[config.mk]
export PLATFORM = sky130hd
export DESIGN_NAME = inst_fetch
export DESIGN_NICKNAME = d
export VERILOG_FILES = /design/src/rtl/inst_fetch.sv
export SDC_FILE = /design/constraint.sdc
export NUM_CORES = 1
export LEC_CHECK = 0
export CORE_UTILIZATION = 49
export DETAILED_ROUTE_END_ITERATION = 12
export PLACE_DENSITY = 0.84
export SLEW_MARGIN = 10
export SYNTH_ARGS = -nofsm -noshare
export SYNTH_HDL_FRONTEND = slang
export SYNTH_SLANG_ARGS = --single-unit
[constraint.sdc]
create_clock -name clk -period 3.5 [get_ports clk]
set_input_delay 0.7 -clock clk [delete_from_list [all_inputs] [get_ports clk]]
set_output_delay 0.7 -clock clk [all_outputs]
set_load 0.02 [all_outputs]
[src/rtl/inst_fetch.sv]
// Instruction fetch stage: SRAM-like fetch FSM feeding a small decode buffer.
// Define IFETCH_BUF2_EN for a two-entry buffer (default is one entry).
module inst_fetch #(
    parameter logic [31:0] RESET_PC = 32'hBFC0_0000
) (
    input  logic        clk,
    input  logic        resetn,
    output logic        inst_req,
    output logic [31:0] inst_addr,
    input  logic        inst_addr_ok,
    input  logic        inst_data_ok,
    input  logic [31:0] inst_rdata,
    input  logic        redirect,
    input  logic [31:0] redirect_pc,
    input  logic        de_ready,
    output logic [31:0] instrD,
    output logic [31:0] pcD,
    output logic        validD,
    output logic        adelD
);

`ifdef IFETCH_BUF2_EN
    localparam int DEPTH = 2;
`else
    localparam int DEPTH = 1;
`endif

    typedef enum logic [1:0] {
        StIdle,
        StWaitAddr,
        StWaitData
    } state_t;

    state_t      state;
    logic [31:0] pc;
    logic [31:0] req_pc;
    logic        cancel;
    logic        halt;
    logic [1:0]  count;

    logic [31:0] buf_pc    [DEPTH];
    logic [31:0] buf_instr [DEPTH];
    logic        buf_adel  [DEPTH];

    logic        pop;
    logic [1:0]  occ;
    logic        room;
    logic        can_fetch;
    logic        issue;
    logic        push_adel;
    logic        data_ret;
    logic        push_data;
    logic        push;
    logic [31:0] push_pc;
    logic [31:0] push_instr;

    always_comb begin
        pop        = 1'b0;
        occ        = count;
        room       = 1'b0;
        can_fetch  = 1'b0;
        issue      = 1'b0;
        push_adel  = 1'b0;
        data_ret   = 1'b0;
        push_data  = 1'b0;
        push       = 1'b0;
        push_pc    = req_pc;
        push_instr = inst_rdata;

        pop = (count != 2'd0) && de_ready && !redirect;
        // Occupancy after this cycle's pop; a new fetch reserves one slot.
        occ  = count - {1'b0, pop};
        room = int'(occ) < DEPTH;

        can_fetch = (state == StIdle) && !redirect && !halt && room;
        issue     = can_fetch && (pc[1:0] == 2'b00);
        push_adel = can_fetch && (pc[1:0] != 2'b00);

        data_ret  = inst_data_ok &&
                    ((state == StWaitData) || ((state == StWaitAddr) && inst_addr_ok));
        push_data = data_ret && !cancel && !redirect;

        push = push_data || push_adel;
        if (push_adel) begin
            push_pc    = pc;
            push_instr = 32'h0;
        end
    end

    // Fetch FSM, PC and request registers.
    always_ff @(posedge clk or negedge resetn) begin
        if (!resetn) begin
            state    <= StIdle;
            pc       <= RESET_PC;
            req_pc   <= RESET_PC;
            inst_req <= 1'b0;
            cancel   <= 1'b0;
            halt     <= 1'b0;
        end else begin
            if (redirect) begin
                halt <= 1'b0;
            end
            case (state)
                StIdle: begin
                    if (redirect) begin
                        pc <= redirect_pc;
                    end else if (issue) begin
                        state    <= StWaitAddr;
                        inst_req <= 1'b1;
                        req_pc   <= pc;
                    end else if (push_adel) begin
                        halt <= 1'b1;
                    end
                end
                StWaitAddr: begin
                    if (inst_addr_ok) begin
                        inst_req <= 1'b0;
                        if (inst_data_ok) begin
                            state  <= StIdle;
                            cancel <= 1'b0;
                        end else begin
                            state  <= StWaitData;
                            cancel <= cancel | redirect;
                        end
                        // A cancelled request already has pc pointing at the redirect target.
                        if (redirect) begin
                            pc <= redirect_pc;
                        end else if (!cancel) begin
                            pc <= pc + 32'd4;
                        end
                    end else begin
                        cancel <= cancel | redirect;
                        if (redirect) begin
                            pc <= redirect_pc;
                        end
                    end
                end
                StWaitData: begin
                    if (inst_data_ok) begin
                        state  <= StIdle;
                        cancel <= 1'b0;
                    end else begin
                        cancel <= cancel | redirect;
                    end
                    if (redirect) begin
                        pc <= redirect_pc;
                    end
                end
                default: begin
                    state    <= StIdle;
                    inst_req <= 1'b0;
                end
            endcase
        end
    end

    // Decode buffer: slot 0 is the head; pop shifts, push lands after the survivors.
    always_ff @(posedge clk or negedge resetn) begin
        if (!resetn) begin
            count <= 2'd0;
            for (int i = 0; i < DEPTH; i++) begin
                buf_pc[i]    <= 32'h0;
                buf_instr[i] <= 32'h0;
                buf_adel[i]  <= 1'b0;
            end
        end else if (redirect) begin
            count <= 2'd0;
        end else begin
            count <= count + {1'b0, push} - {1'b0, pop};
            for (int i = 0; i < DEPTH; i++) begin
                if (pop && (i < DEPTH - 1)) begin
                    buf_pc[i]    <= buf_pc[(i + 1) % DEPTH];
                    buf_instr[i] <= buf_instr[(i + 1) % DEPTH];
                    buf_adel[i]  <= buf_adel[(i + 1) % DEPTH];
                end
                if (push && (int'(occ) == i)) begin
                    buf_pc[i]    <= push_pc;
                    buf_instr[i] <= push_instr;
                    buf_adel[i]  <= push_adel;
                end
            end
        end
    end

    assign inst_addr = req_pc;
    assign validD    = (count != 2'd0);
    assign instrD    = buf_instr[0];
    assign pcD       = buf_pc[0];
    assign adelD     = buf_adel[0];

endmodule
---- Word-level counts from Yosys, hierarchy flattened ----
Cells that the tools add are included.
operators by class
  add/subtract/negate cells ............... 4
  magnitude comparators ................... 1
  equality and inequality tests ........... 7
  muxes and demuxes ....................... 26
  bitwise gates (word level) .............. 3
  reductions and logical operators ........ 30
operators by type and width
  cell                                                                   number
  32-bit two-way mux                                                     6
  32-bit one-hot mux with 2 select lines                                 1
  32-bit by 3-bit adder with 32-bit output (second input constant)       1
  1-bit logical AND                                                      12
  2-bit two-way mux                                                      6
  1-bit two-way mux                                                      10
  2-bit inequality test (second input constant)                          4
  4-bit AND reduction                                                    2
  2-bit nonzero test                                                     4
  2-bit logical NOT                                                      3
  2-bit one-hot mux with 3 select lines                                  1
  4-bit inequality test (second input constant)                          1
  2-bit AND reduction                                                    2
  2-bit by 1-bit subtractor with 2-bit output                            2
  1-bit logical NOT                                                      3
  1-bit one-hot mux with 3 select lines                                  1
  3-bit AND reduction                                                    1
  2-bit by 1-bit adder with 2-bit output                                 1
  2-bit by 1-bit == test with 1-bit output (second input constant)       1
  2-bit == test (second input constant)                                  1
  1-bit logical OR                                                       2
  2-bit by 1-bit < comparator with 1-bit output (second input constant)  1
  1-bit NOT                                                              2
  1-bit one-hot mux with 2 select lines                                  1
  2 further kinds                                                        2
storage, ports and cells
  bits in registers ....................... 136
  input bits .............................. 70
  output and inout port bits .............. 99
  word-level logic and storage cells ...... 81

---- Longest topological paths before layout ----
Gate-level depths: netlist (run 1).
  depth in word-level cells ............... 11
  mapped depth ............................ 14
  mapped depth without buffers ............ 11

---- Worst setup path before layout (run 1) ----
Ideal clock, no wire load.
  kind .................................... input to register
  start point ............................. input redirect
  end point ............................... register count[0]
  setup time .............................. 131 ps
  arrival ................................. 3207 ps
  data required time ...................... 3369 ps
  setup slack ............................. 162 ps
  stages .................................. 13
  path buffers ............................ 3
  cell sequence ........................... clkbuf_1 > inv_1 > clkbuf_1 > and3_1 > ha_1 > nand2b_4 > nor4_4 > buf_2 > nor2_1 > ha_1 > inv_1 > ha_1 > nor2b_1
on the way
  longest elaborated chain between the ends .. 10
  elaborated cells between the ends (all ways) .. 13
  those cells by class .................... 3 x add/sub; 1 x order compare; 1 x mux; 8 x reduce/logical
ends and longest elaborated chain
  item                                           RTL line    RTL
  from (decl)                                    13          input logic redirect,
  1-bit logical NOT                              70, 75, 81
  1-bit logical AND                              70          pop = (count != 2'd0) && de_ready && !redirect;
  2-bit by 1-bit subtractor with 2-bit output    72          occ = count - {1'b0, pop};
  2-bit by 1-bit < comparator with 1-bit output  73          room = int'(occ) < DEPTH;
  1-bit logical AND                              75          can_fetch = (state == StIdle) && !redirect && !halt && room;
  1-bit logical AND                              77          push_adel = can_fetch && (pc[1:0] != 2'b00);
  1-bit logical OR                               83          push = push_data || push_adel;
  2-bit by 1-bit adder with 2-bit output         169         count <= count + {1'b0, push} - {1'b0, pop};
  2-bit by 1-bit subtractor with 2-bit output    169
  2-bit two-way mux *                            166         end else if (redirect) begin
  to (signal assigned)                           169
  to (decl)                                      39          logic [1:0] count;
Every way passes the cells marked *; elsewhere a longest branch is shown, timed or not.
A chain may end at the register's enable or synchronous reset.

---- Worst setup path in the final report (run 1) ----
  start point ............................. input redirect
  end point ............................... register state[1]
on the way
  longest elaborated chain between the ends .. 8
  elaborated cells between the ends (all ways) .. 11
  those cells by class .................... 1 x add/sub; 1 x order compare; 2 x eq/ne; 7 x reduce/logical
ends and longest elaborated chain
  item                                           RTL line  RTL
  1-bit logical NOT                              70, 75
  1-bit logical AND                              70
  2-bit by 1-bit subtractor with 2-bit output    72
  2-bit by 1-bit < comparator with 1-bit output  73
  1-bit logical AND                              75
  1-bit logical AND                              76        issue = can_fetch && (pc[1:0] == 2'b00);
  2-bit inequality test (no line)                --
  4-bit AND reduction (no line) *                --
  to (signal assigned)                           93        state <= StIdle;
  to (signal assigned)                           108       state <= StWaitAddr;
  to (signal assigned)                           119       state <= StIdle;
  to (decl)                                      34        state_t state;
Marked as above.

==> results of run 1 <==
-- final timing paths --
| kind | from | endpoint | cells after the start |
|---|---|---|---|
| min | resetn | instrD[1]$_DFFE_PN0P_ | 1 |
| max | redirect | state[1]$_DFFE_PN0P_ | 10 |
| max in group asynchronous | resetn | count[1]$_DFF_PN0_ | 2 |
| min reg2reg | pcD[4]$_DFFE_PN0P_ | pcD[4]$_DFFE_PN0P_ | 2 |
| min in group clk | pcD[4]$_DFFE_PN0P_ | pcD[4]$_DFFE_PN0P_ | 2 |
| max reg2reg | count[0]$_DFF_PN0_ | state[1]$_DFFE_PN0P_ | 9 |
-- power breakdown --
part	switching, mW	internal (mW)
registers	0.594	2.32
logic	2.05	1.76
clock network	0.664	1.30
total	3.31	5.38
-- state kept, by name (all words and copies together) (netlist names) --
register,count
inst_addr,32
instrD,32
pcD,32
pc,32
count,2
state,2
adelD,1
cancel,1
halt,1
inst_req,1
-- layout make-up --
class,instances,area [um2]
clock inverters,12,198
inverters,11,41.3
well taps,176,220
fillers,975,4070
flip-flops and latches,136,3430
repair buffers,183,1830
clock buffers,20,457
multi-input cells,469,2950
-- routing by layer --
layer | share of wire | wire (um) | up-vias | global-route usage
li1 | - | - | 2662 | -
met1 | 0.43 | 7480 | 2738 | 0.329
met2 | 0.49 | 8500 | 258 | 0.433
met3 | 0.061 | 1070 | 35 | 0.0586
met4 | 0.024 | 415 | 0 | 0.103
met5 | 0 | 0 | - | 0
-- cells by family after synthesis --
| kind of cell | share of synthesized area |
|---|---|
| adder cells (fa/ha/maj) | 0.0171 |
| XOR/XNOR | 0.00399 |
| multiplexers | 0.104 |
| flip-flops | 0.520 |
| AO/OA/AOI/OAI | 0.150 |
| buffers and inverters | 0.0366 |
| AND/OR/NAND/NOR | 0.169 |
-- stage by stage --
step | cell area, um2 | hold slack (ns)
3_3_place_gp | 8460 | 0.458
4_1_cts | 9120 | 0.463
3_5_place_dp | 8460 | 0.464
5_1_grt | 9130 | 0.481
2_1_floorplan | 6590 | 0.404
6_report | 9130 | 0.417
-- cells in the mapped netlist (8+ instances only) --
| cell | instances |
|---|---|
| a21oi_1 | 24 |
| o21ai_1 | 9 |
| nand2_1 | 134 |
| nand3_1 | 20 |
| nor2_1 | 15 |
| buf_2 | 10 |
| dfstp_2 | 18 |
| dfrtp_1 | 118 |
| o22ai_1 | 13 |
| nand4_1 | 8 |
| mux2_2 | 25 |
| ha_1 | 9 |
| mux2i_1 | 39 |
| o21ai_0 | 77 |
| inv_1 | 11 |
| and3_1 | 8 |
| clkbuf_1 | 30 |
==> impl_metrics.yaml, run 1 <==
floorplanning:
  die-area_um2: 13900
  core-area_um2: 13200
  rows: 42
  ios: 169
  dieHeight_um: 118
  start_util: 0.500
  die_w_um: 118
clock_network:
  clock_sinks: 136
  path_clk_slew_ns: 0.06
  cts_setup_buffers: 0
  cts_resized: 0
  holdBufCountCts: 0
  cts_tree: "done"
  worstSkewPairLatency_ns: 0.41
  clk_path_buf_depth: 2
  htree_levels: 4
  cts_root_buffer: "clkbuf_16"
  numCtsBuffers: 17
global_routing:
  grt_pass1_vias: 5545
  grt_overflow: 0
  grt_max_degree: 111
  grt_pass1_wl_um: 28600
  groute.usage.overall: 0.260
  antenna_found_initial: 0
worst_setup_path:
  crit_family: "simple AND/OR/NAND/NOR gates"
  path_class: "input pin to register"
  max_stage_delay_ns: 0.74
  critical_path_buf_inv_count: 3
  crit_path_top_delay_cell: "or4b_2"
  path_max_fanout: 39
  crit_chain: "clkdlybuf4s50_1, inv_1, and3_1, ha_1, nand2b_4, or4b_2, buf_12, a2111oi_2, a31oi_1, o21ai_0"
  arrival_ns: 3.37
  ff2ff_setup_slack_ns: 0.56
  startpoint_type: "input pin"
  worstPathRequired_ns: 3.83
  endpoint_kind: "register"
routing:
  post_drt_wl_per_cell_um: 17.3
  via_count: 5693
  firstDrtPassIters: 6
  drc: 0
  drtIter0Drc: 461
  routed_wl_um: 17500
  ant_nets: 0
  vias_per_cell: 5.65
logic_synthesis:
  synth_top_flop_cell: "dfrtp_1"
  synthDistinctLibCells: 60
  synth_top_cell_area_share: 0.448
  synth.avg_cell_area_um2: 9.96
  yosysWarnings: 0
  synth_top_area_cell: "dfrtp_1"
  synthCells: 662
  syn_nets: 741
  yosysSeqAreaShare: 0.520
  synth_edf_count: 0
  ys_async_sr_fraction: 1.00
  synth_area_um2: 6590
  synth_seq_cells: 136
  synthTopCellsByArea: "dfrtp_1 (45%), nand2_1 (7.6%), dfstp_2 (7.2%)"
job:
  cap_violations: 0
timing:
  setup_tns_ns: 0
  finalMaxSlewViolations: 0
  fmax_mhz: 329
  timing.slew.headroom: 0.358
  setup_viol: 0
  grt_setup_unrepaired: "no"
  final.setup.worst_slack_ns: 0.464
  worst_pin_slew_ns: 0.964
  period_share: 0.867
  hold_violations: 0
  finalCriticalPeriod_ns: 3.04
  fin_skew_ns: 0.00830
hold_path:
  hp-class: "input pin to async pin"
finish:
  antennaDiodeCount: 0
  final_core_utilization: 0.692
  layout.cells.non_filler: 1007
  synthToLayoutAreaGrowth_pct: 38.4
  final_common_cell: "clkdlybuf4s50_1"
  post_route_cells_drive_above_1_share: 0.136
  final_nets: 897
  final_cell_mix: "clkdlybuf4s50_1 (167), nand2_1 (134), dfrtp_1 (118), o21ai_0 (77), mux2i_1 (39)"
outcome:
  status: "finished, final reports clean"
power:
  p_per_area_nw_per_um2: 953
  p_leak_nw: 3.94
  ir_worst_vdd_uv: 395
  p_total_mw: 8.69
placement:
  io_buffers: 168
  post-place-ws_ns: 0.0643
  gp_congestion: 0.948
  dp_hpwl_um: 12000
  place_inst: 975
No activity file was read; power rests on OpenSTA's default activity.
==> run 2: changes to the inputs <==
--- a/config.mk
+++ b/config.mk
@@ -8,7 +8,6 @@
 export CORE_UTILIZATION = 49
 export DETAILED_ROUTE_END_ITERATION = 12
 export PLACE_DENSITY = 0.84
-export SLEW_MARGIN = 10
 export SYNTH_ARGS = -nofsm -noshare
 export SYNTH_HDL_FRONTEND = slang
 export SYNTH_SLANG_ARGS = --single-unit
==> impl_metrics.yaml, run 2 (synthesis results as in run 1) <==
outcome:
  status: "finished, final reports clean"
floorplanning:
  die-area_um2: 13900
  ios: 169
  die_w_um: 118
  start_util: 0.500
  rows: 42
  dieHeight_um: 118
  core-area_um2: 13200
global_routing:
  antenna_found_initial: 0
  grt_pass1_vias: 5545
  grt_max_degree: 111
  grt_overflow: 0
  grt_pass1_wl_um: 28600
  groute.usage.overall: 0.260
timing:
  finalMaxSlewViolations: 0
  hold_violations: 0
  fin_skew_ns: 0.00794
  setup_viol: 0
  fmax_mhz: 329
  grt_setup_unrepaired: "no"
  finalCriticalPeriod_ns: 3.04
  period_share: 0.868
  timing.slew.headroom: 0.147
  setup_tns_ns: 0
  worst_pin_slew_ns: 1.28
routing:
  drtIter0Drc: 458
  drc: 0
  routed_wl_um: 17500
  firstDrtPassIters: 5
  vias_per_cell: 5.65
  post_drt_wl_per_cell_um: 17.3
  via_count: 5687
  ant_nets: 0
placement:
  dp_hpwl_um: 12000
  place_inst: 975
  io_buffers: 168
  gp_congestion: 0.948
worst_setup_path:
  path_max_fanout: 39
  path_class: "input pin to register"
  worstPathRequired_ns: 3.83
  startpoint_type: "input pin"
  endpoint_kind: "register"
  arrival_ns: 3.37
job:
  cap_violations: 0
power:
  p_seq_frac: 0.335
  p_int_mw: 5.38
  p_sw_frac: 0.381
  ir_worst_vdd_uv: 395
  p_leak_nw: 3.94
  power.share.clock: 0.226
  p_switching_mw: 3.31
  combPwrFrac: 0.439
  p_total_mw: 8.69
  p_per_area_nw_per_um2: 953
clock_network:
  cts_root_buffer: "clkbuf_16"
  numCtsBuffers: 17
  cts_setup_buffers: 0
  holdBufCountCts: 0
  htree_levels: 4
  clk_path_buf_depth: 2
  clock_sinks: 136
  cts_resized: 0
  worstSkewPairLatency_ns: 0.41
  path_clk_slew_ns: 0.06
  cts_tree: "done"
finish:
  synthToLayoutAreaGrowth_pct: 38.3
  final_common_cell: "clkdlybuf4s50_1"
  n_fill_cell: 975
  final_core_utilization: 0.691
  antennaDiodeCount: 0
  layout.cells.non_filler: 1007
  final_cell_mix: "clkdlybuf4s50_1 (167), nand2_1 (134), dfrtp_1 (118), o21ai_0 (77), mux2i_1 (39)"
  final_nets: 897
  post_route_cells_drive_above_1_share: 0.136
hold_path:
  hp-class: "input pin to async pin"
==> run 2: critical path: stages <==
cell	delay, ns
clkdlybuf4s50_1	0.48
inv_1	0.08
and3_1	0.17
ha_1	0.32
nand2b_4	0.08
or4b_2	0.74
buf_12	0.23
a2111oi_2	0.38
a31oi_1	0.08
o21ai_0	0.09
==> run 2: final cells by class <==
class / instances / area, um2 / share of cell area
sequential: 136 / 3430 / 0.376
multi-input combinational: 469 / 2940 / 0.323
tap: 176 / 220 / 0.0242
inverter: 11 / 41.3 / 0.00453
timing repair buffer: 183 / 1830 / 0.201
clock buffer: 20 / 457 / 0.0501
clock inverter: 12 / 198 / 0.0217
==> run 2: worst paths after layout <==
path | end | slack [ns] | startpoint | cells past startpoint
worst max-delay path | state[1]$_DFFE_PN0P_ | 0.46 | redirect | 10
worst max register to register | state[1]$_DFFE_PN0P_ | 0.55 | count[0]$_DFF_PN0_ | 9
worst min register to register | pcD[4]$_DFFE_PN0P_ | 0.47 | pcD[4]$_DFFE_PN0P_ | 2
max in group asynchronous | count[1]$_DFF_PN0_ | 2.28 | resetn | 2
min in group clk | pcD[4]$_DFFE_PN0P_ | 0.47 | pcD[4]$_DFFE_PN0P_ | 2
worst min-delay path | instrD[1]$_DFFE_PN0P_ | 0.42 | resetn | 1
==> run 2: metal layers <==
layer / global-route usage / wire length, um / vias to the layer above / share of wire
met5: 0 / 0 / - / 0
met4: 0.103 / 436 / 0 / 0.025
met3: 0.0586 / 1110 / 36 / 0.064
met2: 0.433 / 8460 / 266 / 0.48
met1: 0.329 / 7440 / 2718 / 0.43
li1: - / - / 2667 / -
==> run 2: power groups by stage <==
stage / Clock, mW / Combinational (mW) / Sequential (mW)
2_1_floorplan: 0 / 1.64 / 3.39
3_3_place_gp: 0 / 3.69 / 2.87
3_5_place_dp: 0 / 3.79 / 2.93
4_1_cts: 1.99 / 3.83 / 2.91
5_1_grt: 2.05 / 4.11 / 3.01
6_report: 1.96 / 3.81 / 2.91
==> run 2: through the flow <==
stage          hold slack, ns  worst slack [ns]  cell area (um2)
5_1_grt                 0.481             0.292             9120
6_report                0.421             0.463             9120
3_5_place_dp            0.464            0.0643             8460
2_1_floorplan           0.404             0.162             6590
4_1_cts                 0.463             0.481             9120
3_3_place_gp            0.458            0.0898             8460
==> run 3: changes to the inputs <==
--- a/config.mk
+++ b/config.mk
@@ -6,6 +6,7 @@
 export NUM_CORES = 1
 export LEC_CHECK = 0
 export CORE_UTILIZATION = 49
+export CTS_CLUSTER_SIZE = 25
 export DETAILED_ROUTE_END_ITERATION = 12
 export PLACE_DENSITY = 0.84
 export SYNTH_ARGS = -nofsm -noshare
==> results of run 3 <==
Final layout, timing and power as in run 2 (identical DEF).
